### src/rtl/encoder_8_3.sv
`default_nettype none
// ============================================================================
// Module      : encoder_8_3
// Description : Streaming 8-to-3 multi-hot encoder. It accepts an 8-bit
//               request word and emits the binary index of every set bit,
//               one per output handshake. Ascending order is used when
//               LSB_FIRST=1 and descending order when LSB_FIRST=0. An
//               all-zero word produces a one-cycle zero_flag pulse and no
//               codes.
// Ports       : sys_clk   - clock, rising edge
//               sys_rst_n - asynchronous active-low reset
//               in_valid / in_data[7:0] / in_ready   - input word handshake
//               out_valid / out_code[2:0] / out_last / out_ready
//                                                    - output code handshake
//               zero_flag - pulse for an accepted all-zero word
//               word_cnt  - count of fully emitted words, modulo 256
// Revision    : 1.0 - initial release
// ============================================================================
module encoder_8_3 #(
    parameter int LSB_FIRST = 1
) (
    input  logic       sys_clk,
    input  logic       sys_rst_n,
    input  logic       in_valid,
    input  logic [7:0] in_data,
    output logic       in_ready,
    output logic       out_valid,
    output logic [2:0] out_code,
    output logic       out_last,
    input  logic       out_ready,
    output logic       zero_flag,
    output logic [7:0] word_cnt
);

    typedef enum logic [0:0] {
        ST_IDLE = 1'b0,
        ST_EMIT = 1'b1
    } state_t;

    state_t     state_q, state_d;
    logic [7:0] pending_q, pending_d;
    logic [7:0] word_cnt_q, word_cnt_d;
    logic       zero_flag_q, zero_flag_d;

    logic [2:0] sel_code;
    logic       sel_last;
    logic       accept;
    logic       emit_hs;

    // Pick the next index from the pending bits only, so the output side
    // has no combinational path from any input port.
    always_comb begin
        sel_code = 3'd0;
        if (LSB_FIRST != 0) begin
            // Scan downward; the last hit is the lowest set bit.
            for (int i = 7; i >= 0; i--) begin
                if (pending_q[i]) sel_code = 3'(i);
            end
        end else begin
            // Scan upward; the last hit is the highest set bit.
            for (int i = 0; i < 8; i++) begin
                if (pending_q[i]) sel_code = 3'(i);
            end
        end
    end

    // Exactly one bit set: clearing the lowest set bit leaves nothing.
    assign sel_last = (pending_q != 8'd0) &&
                      ((pending_q & (pending_q - 8'd1)) == 8'd0);

    assign in_ready  = (state_q == ST_IDLE);
    assign out_valid = (state_q == ST_EMIT);
    assign out_code  = out_valid ? sel_code : 3'd0;
    assign out_last  = out_valid ? sel_last : 1'b0;
    assign zero_flag = zero_flag_q;
    assign word_cnt  = word_cnt_q;

    assign accept  = in_valid && in_ready;
    assign emit_hs = out_valid && out_ready;

    always_comb begin
        state_d     = state_q;
        pending_d   = pending_q;
        word_cnt_d  = word_cnt_q;
        zero_flag_d = 1'b0;
        case (state_q)
            ST_IDLE: begin
                if (accept) begin
                    if (in_data == 8'd0) begin
                        zero_flag_d = 1'b1;
                    end else begin
                        pending_d = in_data;
                        state_d   = ST_EMIT;
                    end
                end
            end
            ST_EMIT: begin
                if (emit_hs) begin
                    pending_d = pending_q & ~(8'd1 << sel_code);
                    if (sel_last) begin
                        state_d    = ST_IDLE;
                        word_cnt_d = word_cnt_q + 8'd1;
                    end
                end
            end
            default: begin
                state_d = ST_IDLE;
            end
        endcase
    end

    always_ff @(posedge sys_clk or negedge sys_rst_n) begin
        if (!sys_rst_n) begin
            state_q     <= ST_IDLE;
            pending_q   <= 8'd0;
            word_cnt_q  <= 8'd0;
            zero_flag_q <= 1'b0;
        end else begin
            state_q     <= state_d;
            pending_q   <= pending_d;
            word_cnt_q  <= word_cnt_d;
            zero_flag_q <= zero_flag_d;
        end
    end

endmodule
`default_nettype wire

### config.mk
export PLATFORM = sky130hd
export DESIGN_NAME = encoder_8_3
export DESIGN_NICKNAME = d
export VERILOG_FILES = /design/src/rtl/encoder_8_3.sv
export SDC_FILE = /design/constraint.sdc
export NUM_CORES = 1
export LEC_CHECK = 0
export CORE_MARGIN = 3
export CORE_UTILIZATION = 55
export DETAILED_ROUTE_END_ITERATION = 10
export DONT_BUFFER_PORTS = 1
export PLACE_DENSITY_LB_ADDON = 0.15
export REMOVE_ABC_BUFFERS = 1
export SLEW_MARGIN = 40
export SYNTH_ARGS = -nofsm -noshare
export SYNTH_HDL_FRONTEND = slang
export SYNTH_SLANG_ARGS = --single-unit
### constraint.sdc
create_clock -name sys_clk -period 5.2 [get_ports sys_clk]
set_input_delay 0.52 -clock sys_clk [delete_from_list [all_inputs] [get_ports sys_clk]]
set_output_delay 0.52 -clock sys_clk [all_outputs]
set_load 0.01 [all_outputs]
Yosys cells after proc, flatten, opt, wreduce, memory -nomap -nowiden --
Index checks and enable logic that the tools add are counted.
Storage, ports and cells: register bits 18, latch bits 0, RAM bits 0, ROM bits 0, input bits 12, output and inout bits 15, memories 0
Cells by class: add/subtract/negate cells 2, multipliers 0, divide/modulo/power cells 0, order comparisons 0, eq/ne operators 3, shifts and indexed selects 1, mux-type cells 22, bitwise logic cells 4, reduce and logical (&&, ||, !) cells 8
Operators by type and width (number):
- 3-bit 2-to-1 mux | 9
- 8-bit 2-to-1 mux | 3
- 8-bit bitwise AND | 2
- 8-bit logical NOT | 2
- 8-bit one-hot mux with 2 select lines | 1
- 8-bit by 1-bit adder with 8-bit output (second input constant) | 1
- 1-bit 2-to-1 mux | 8
- 8-bit inverter | 1
- 8-bit nonzero test | 1
- 1-bit by 3-bit left shift with 8-bit output (first input constant) | 1
- 8-bit by 1-bit subtractor with 8-bit output (second input constant) | 1
- 3-bit AND reduction | 2
- 2-bit by 1-bit != test with 1-bit output (second input constant) | 2
- 1-bit logical AND | 3
- 2-bit != test (second input constant) | 1
- 1-bit one-hot mux with 2 select lines | 1
- 1-bit inverter | 1

Longest topological paths before layout --
depth after elaboration 13, mapped depth 6, depth with buffers taken out 5

Least setup slack after synthesis --
No wires, ideal clock.
path type register to register, start reg pending_q[0], end reg word_cnt_q[1], in the netlist word_cnt[1], setup time 0.128 ns, arrival 1.939 ns, required time 5.072 ns, slack 3.133 ns, cell stages (with the launch flop) 6, path buffers 1, clock period less this slack 2.067 ns, path through dfrtp_1 -> buf_6 -> or4_4 -> or3_4 -> o22ai_4 -> mux2_1
On the way: cells in the longest elaborated chain, start to end 5, elaborated cells between the ends (all ways) 6, classes of those cells 1 x add/sub; 1 x bitwise; 4 x reduce/logical
Ends and longest elaborated chain:
- start, declared | line 41 | logic [7:0] pending_q, pending_d;
- start signal, assigned | line 120 | pending_q <= pending_d;
- 8-bit by 1-bit subtractor with 8-bit output | line 69 | ((pending_q & (pending_q - 8'd1)) == 8'd0);
- 8-bit bitwise AND | line 69
- 8-bit logical NOT | line 69
- 1-bit logical AND * | line 68 | assign sel_last = (pending_q != 8'd0) &&
- 3-bit AND reduction (no source line) *
- end signal, assigned | line 121 | word_cnt_q <= word_cnt_d;
- end, declared | line 42 | logic [7:0] word_cnt_q, word_cnt_d;
Mark *: on every way between the ends. The rest lies on a longest branch, timed or not. A chain may end at the register's enable or synchronous reset.

Worst setup path in the final report --
start reg pending_q[0], end out out_last
On the way: cells in the longest elaborated chain, start to end 5, elaborated cells between the ends (all ways) 6, classes of those cells 1 x add/sub; 1 x mux; 1 x bitwise; 3 x reduce/logical
Ends and longest elaborated chain:
- 8-bit by 1-bit subtractor with 8-bit output | line 69
- 8-bit bitwise AND | line 69
- 8-bit logical NOT | line 69
- 1-bit logical AND * | line 68
- 1-bit 2-to-1 mux * | line 74 | assign out_last = out_valid ? sel_last : 1'b0;
- end, declared | line 29 | output logic out_last,
Marked as above.

==> results.md <==
* Status: complete, no violations
* Fmax at 409 MHz
* DIE WIDTH at 49.3 um
* Global-route wire length before repair at 3.73 mm
* Count of different cell masters after synthesis at 40
* Most frequent cells in the layout: dfrtp_1, nor2_1, nand2_1
* Slowest-stage cell, CP: dfrtp_1
* Hold_ws at 0.134 ns
* DR DRC count at 0
* Worst Setup Start Kind: register
* Core area at 1750 sq um
* R2r worst-path depth at 4
* Crit path capture type: output pin
* Max-slew violation count at 0
* Setup_tns at 0 ns
* Initial core utilization at 59.1%
* Fin Clk Skew at 0.00693 ns
* CP Max Fanout at 9
* Via density at 6.17
* H-Tree Depth at 1
* Die height at 49.3 um
* Number of global-route vias before repair at 808
* Worst Path Required at 4.68 ns
* Syn. warnings at 0
* Final period util at 47.0%
* Mean Syn Cell Area at 9.56 sq um
* Routability congestion estimate at 0.831
* First drt pass iteration count at 4
* Cells after Synth at 108
* Initial antenna violation count at 0
* Initial DRC Count at 21
* R2R Setup Slk at 3.02 ns
* Clock Pin Slew Worst Setup and Hold Paths at 0.11 ns
* Layout cells sized above 1 at 7.48%
* Crit-path cells: maj3_1 -> or4_1 -> o32a_1 -> nor2_1
* CP Class: reg2out
* Commonest non-fill, non-tap cell in the layout: dfrtp_1
* Total gr overflow at 0
* Min-delay worst type: in2async
* HPWL after DPL at 1.60 mm
* Leading area contributor after synthesis: dfrtp_1
* Prevailing post-synth register cell: dfrtp_1
* Worst-margin pin slew at 0.587 ns
* Nets at 121
* Max-Cap Viols at 0
* CTS Buffer Depth at 2
* Die ar. at 2430 sq um
* # setup viols final at 0
* Fin crit period at 2.45 ns
* Final Hold Viols at 0
* Final core occ at 61.5%
* Async S/R FF share, synth at 100%
* Overall power at 670 uW
* Worst skew pair latency at 0.29 ns
* Register bit total from synthesis at 18
* Largest net degree at the start of global routing at 19
* RSZ-0062 raised after global routing: false
* Seq/Total Area, Yosys at 43.6%
* Share of the synthesized area in the top cell type at 43.6%
* Root Driver: clkbuf_4
* Total wire length at 2.19 mm
* Pwr/cell area at 624 nW/um^2
* Inserted Clock Buffers at 3
* Number of cell rows at 15
* Synth area leaders: dfrtp_1, xnor2_1, nand2_1
* CTS tree: done
* Routed Antenna Nets at 0
* Mapped Area at 1030 sq um
* Worst Path Arrival at 1.93 ns
* Overall global routing resource usage at 19.7%
* Top-Level Pins at 27
* Area Overhead vs Synth at 4.00%
* Maximum VDD drop at 0.299 mV
* DR WL/cell at 16.6 um
* EDFF count, synth at 0
* # diodes at 0
* RR Endpoint: word_cnt[1]$_DFFE_PN0P_
* Rel. slew slack at 60.8%
* CTS Sinks at 18
* Slowest Stage Delay on Critical Path at 0.49 ns
* Pleak at 0.463 nW
* Buffers on Ports at 0
* Reg2Reg Launch Point: pending_q[0]$_DFFE_PN0P_
* Via Count at 815
==> per-stage QoR <==
stage | cells | cell area (sq um) | setup slack [ns]
6_report | 132 | 1070 | 2.75
3_5_place_dp | 127 | 1030 | 3.04
5_1_grt | 132 | 1070 | 2.69
2_1_floorplan | 102 | 1000 | 3.16
4_1_cts | 132 | 1080 | 2.75
3_3_place_gp | 127 | 1030 | 3.08
==> cells by family after synthesis <==
| group | Yosys count | synth area share (%) |
|---|---|---|
| multiplexers | 2 | 2.06 |
| AND/OR/NAND/NOR | 46 | 24.2 |
| XOR/XNOR | 9 | 7.64 |
| buffers and inverters | 8 | 3.76 |
| adder cells (fa/ha/maj) | 2 | 2.18 |
| AO/OA/AOI/OAI | 23 | 16.5 |
| flip-flops | 18 | 43.6 |
==> power breakdown <==
group / switching [mW] / internal, mW / total [mW] / leakage [nW]
clock network: 0.0437 / 0.0426 / 0.0863 / 0.0210
logic: 0.173 / 0.136 / 0.309 / 0.211
registers: 0.0911 / 0.184 / 0.275 / 0.231
total: 0.308 / 0.363 / 0.670 / 0.463
==> metal layers <==
metal / vias up / track usage, % / share of wire [%]
met4: 0 / 5.69 / 1.1
met3: 5 / 3.98 / 9.0
met5: - / 0 / 0
li1: 393 / - / -
met2: 37 / 30.8 / 43
met1: 380 / 27.5 / 47
==> Yosys cell counts (all sizes together) (2+ instances only) <==
| master | number |
|---|---|
| nor2 | 10 |
| clkbuf | 4 |
| o21ai | 6 |
| or4 | 3 |
| nor4 | 3 |
| nor3 | 3 |
| a22o | 4 |
| o22ai | 2 |
| and3 | 5 |
| a21oi | 3 |
| nand2b | 2 |
| nand4 | 4 |
| inv | 2 |
| xnor2 | 6 |
| xor2 | 3 |
| dfrtp | 18 |
| nand2 | 10 |
| buf | 2 |
==> worst max path at each step <==
stage	endpoint	slack, ns	startpoint
3_3_place_gp	word_cnt[1]$_DFFE_PN0P_	3.08	pending_q[0]$_DFFE_PN0P_
3_5_place_dp	word_cnt[1]$_DFFE_PN0P_	3.04	pending_q[0]$_DFFE_PN0P_
5_1_grt	out_last	2.69	pending_q[0]$_DFFE_PN0P_
2_1_floorplan	word_cnt[1]$_DFFE_PN0P_	3.16	pending_q[0]$_DFFE_PN0P_
4_1_cts	out_last	2.75	pending_q[0]$_DFFE_PN0P_
6_report	out_last	2.75	pending_q[0]$_DFFE_PN0P_
==> state kept, by name, indices dropped and copies added (netlist names) <==
name,count
zero_flag,1
out_valid,1
word_cnt,8
pending_q,8
==> critical path: cells and delay by family (launching register included) <==
family | cells | cell delay (ns)
AND/OR/NAND/NOR | 2 | 0.59
flip-flops | 1 | 0.49
adder cells (fa/ha/maj) | 1 | 0.37
AO/OA/AOI/OAI | 1 | 0.18
==> area by class of cell <==
cell class / instances / area (sq um)
Tap cell: 25 / 31.3
Timing Repair Buffer: 1 / 5.00
Multi-Input combinational cell: 82 / 543
Fill cell: 151 / 672
Sequential cell: 18 / 450
Clock buffer: 4 / 36.3
Inverter: 2 / 7.51
==> repair_timing <==
item,4_1_cts,5_1_grt
hold buffers,1,0
hold endpoints to repair,18,0
buffers inserted,0,0
resized for setup,0,0
(Power assumes the default switching activity.)
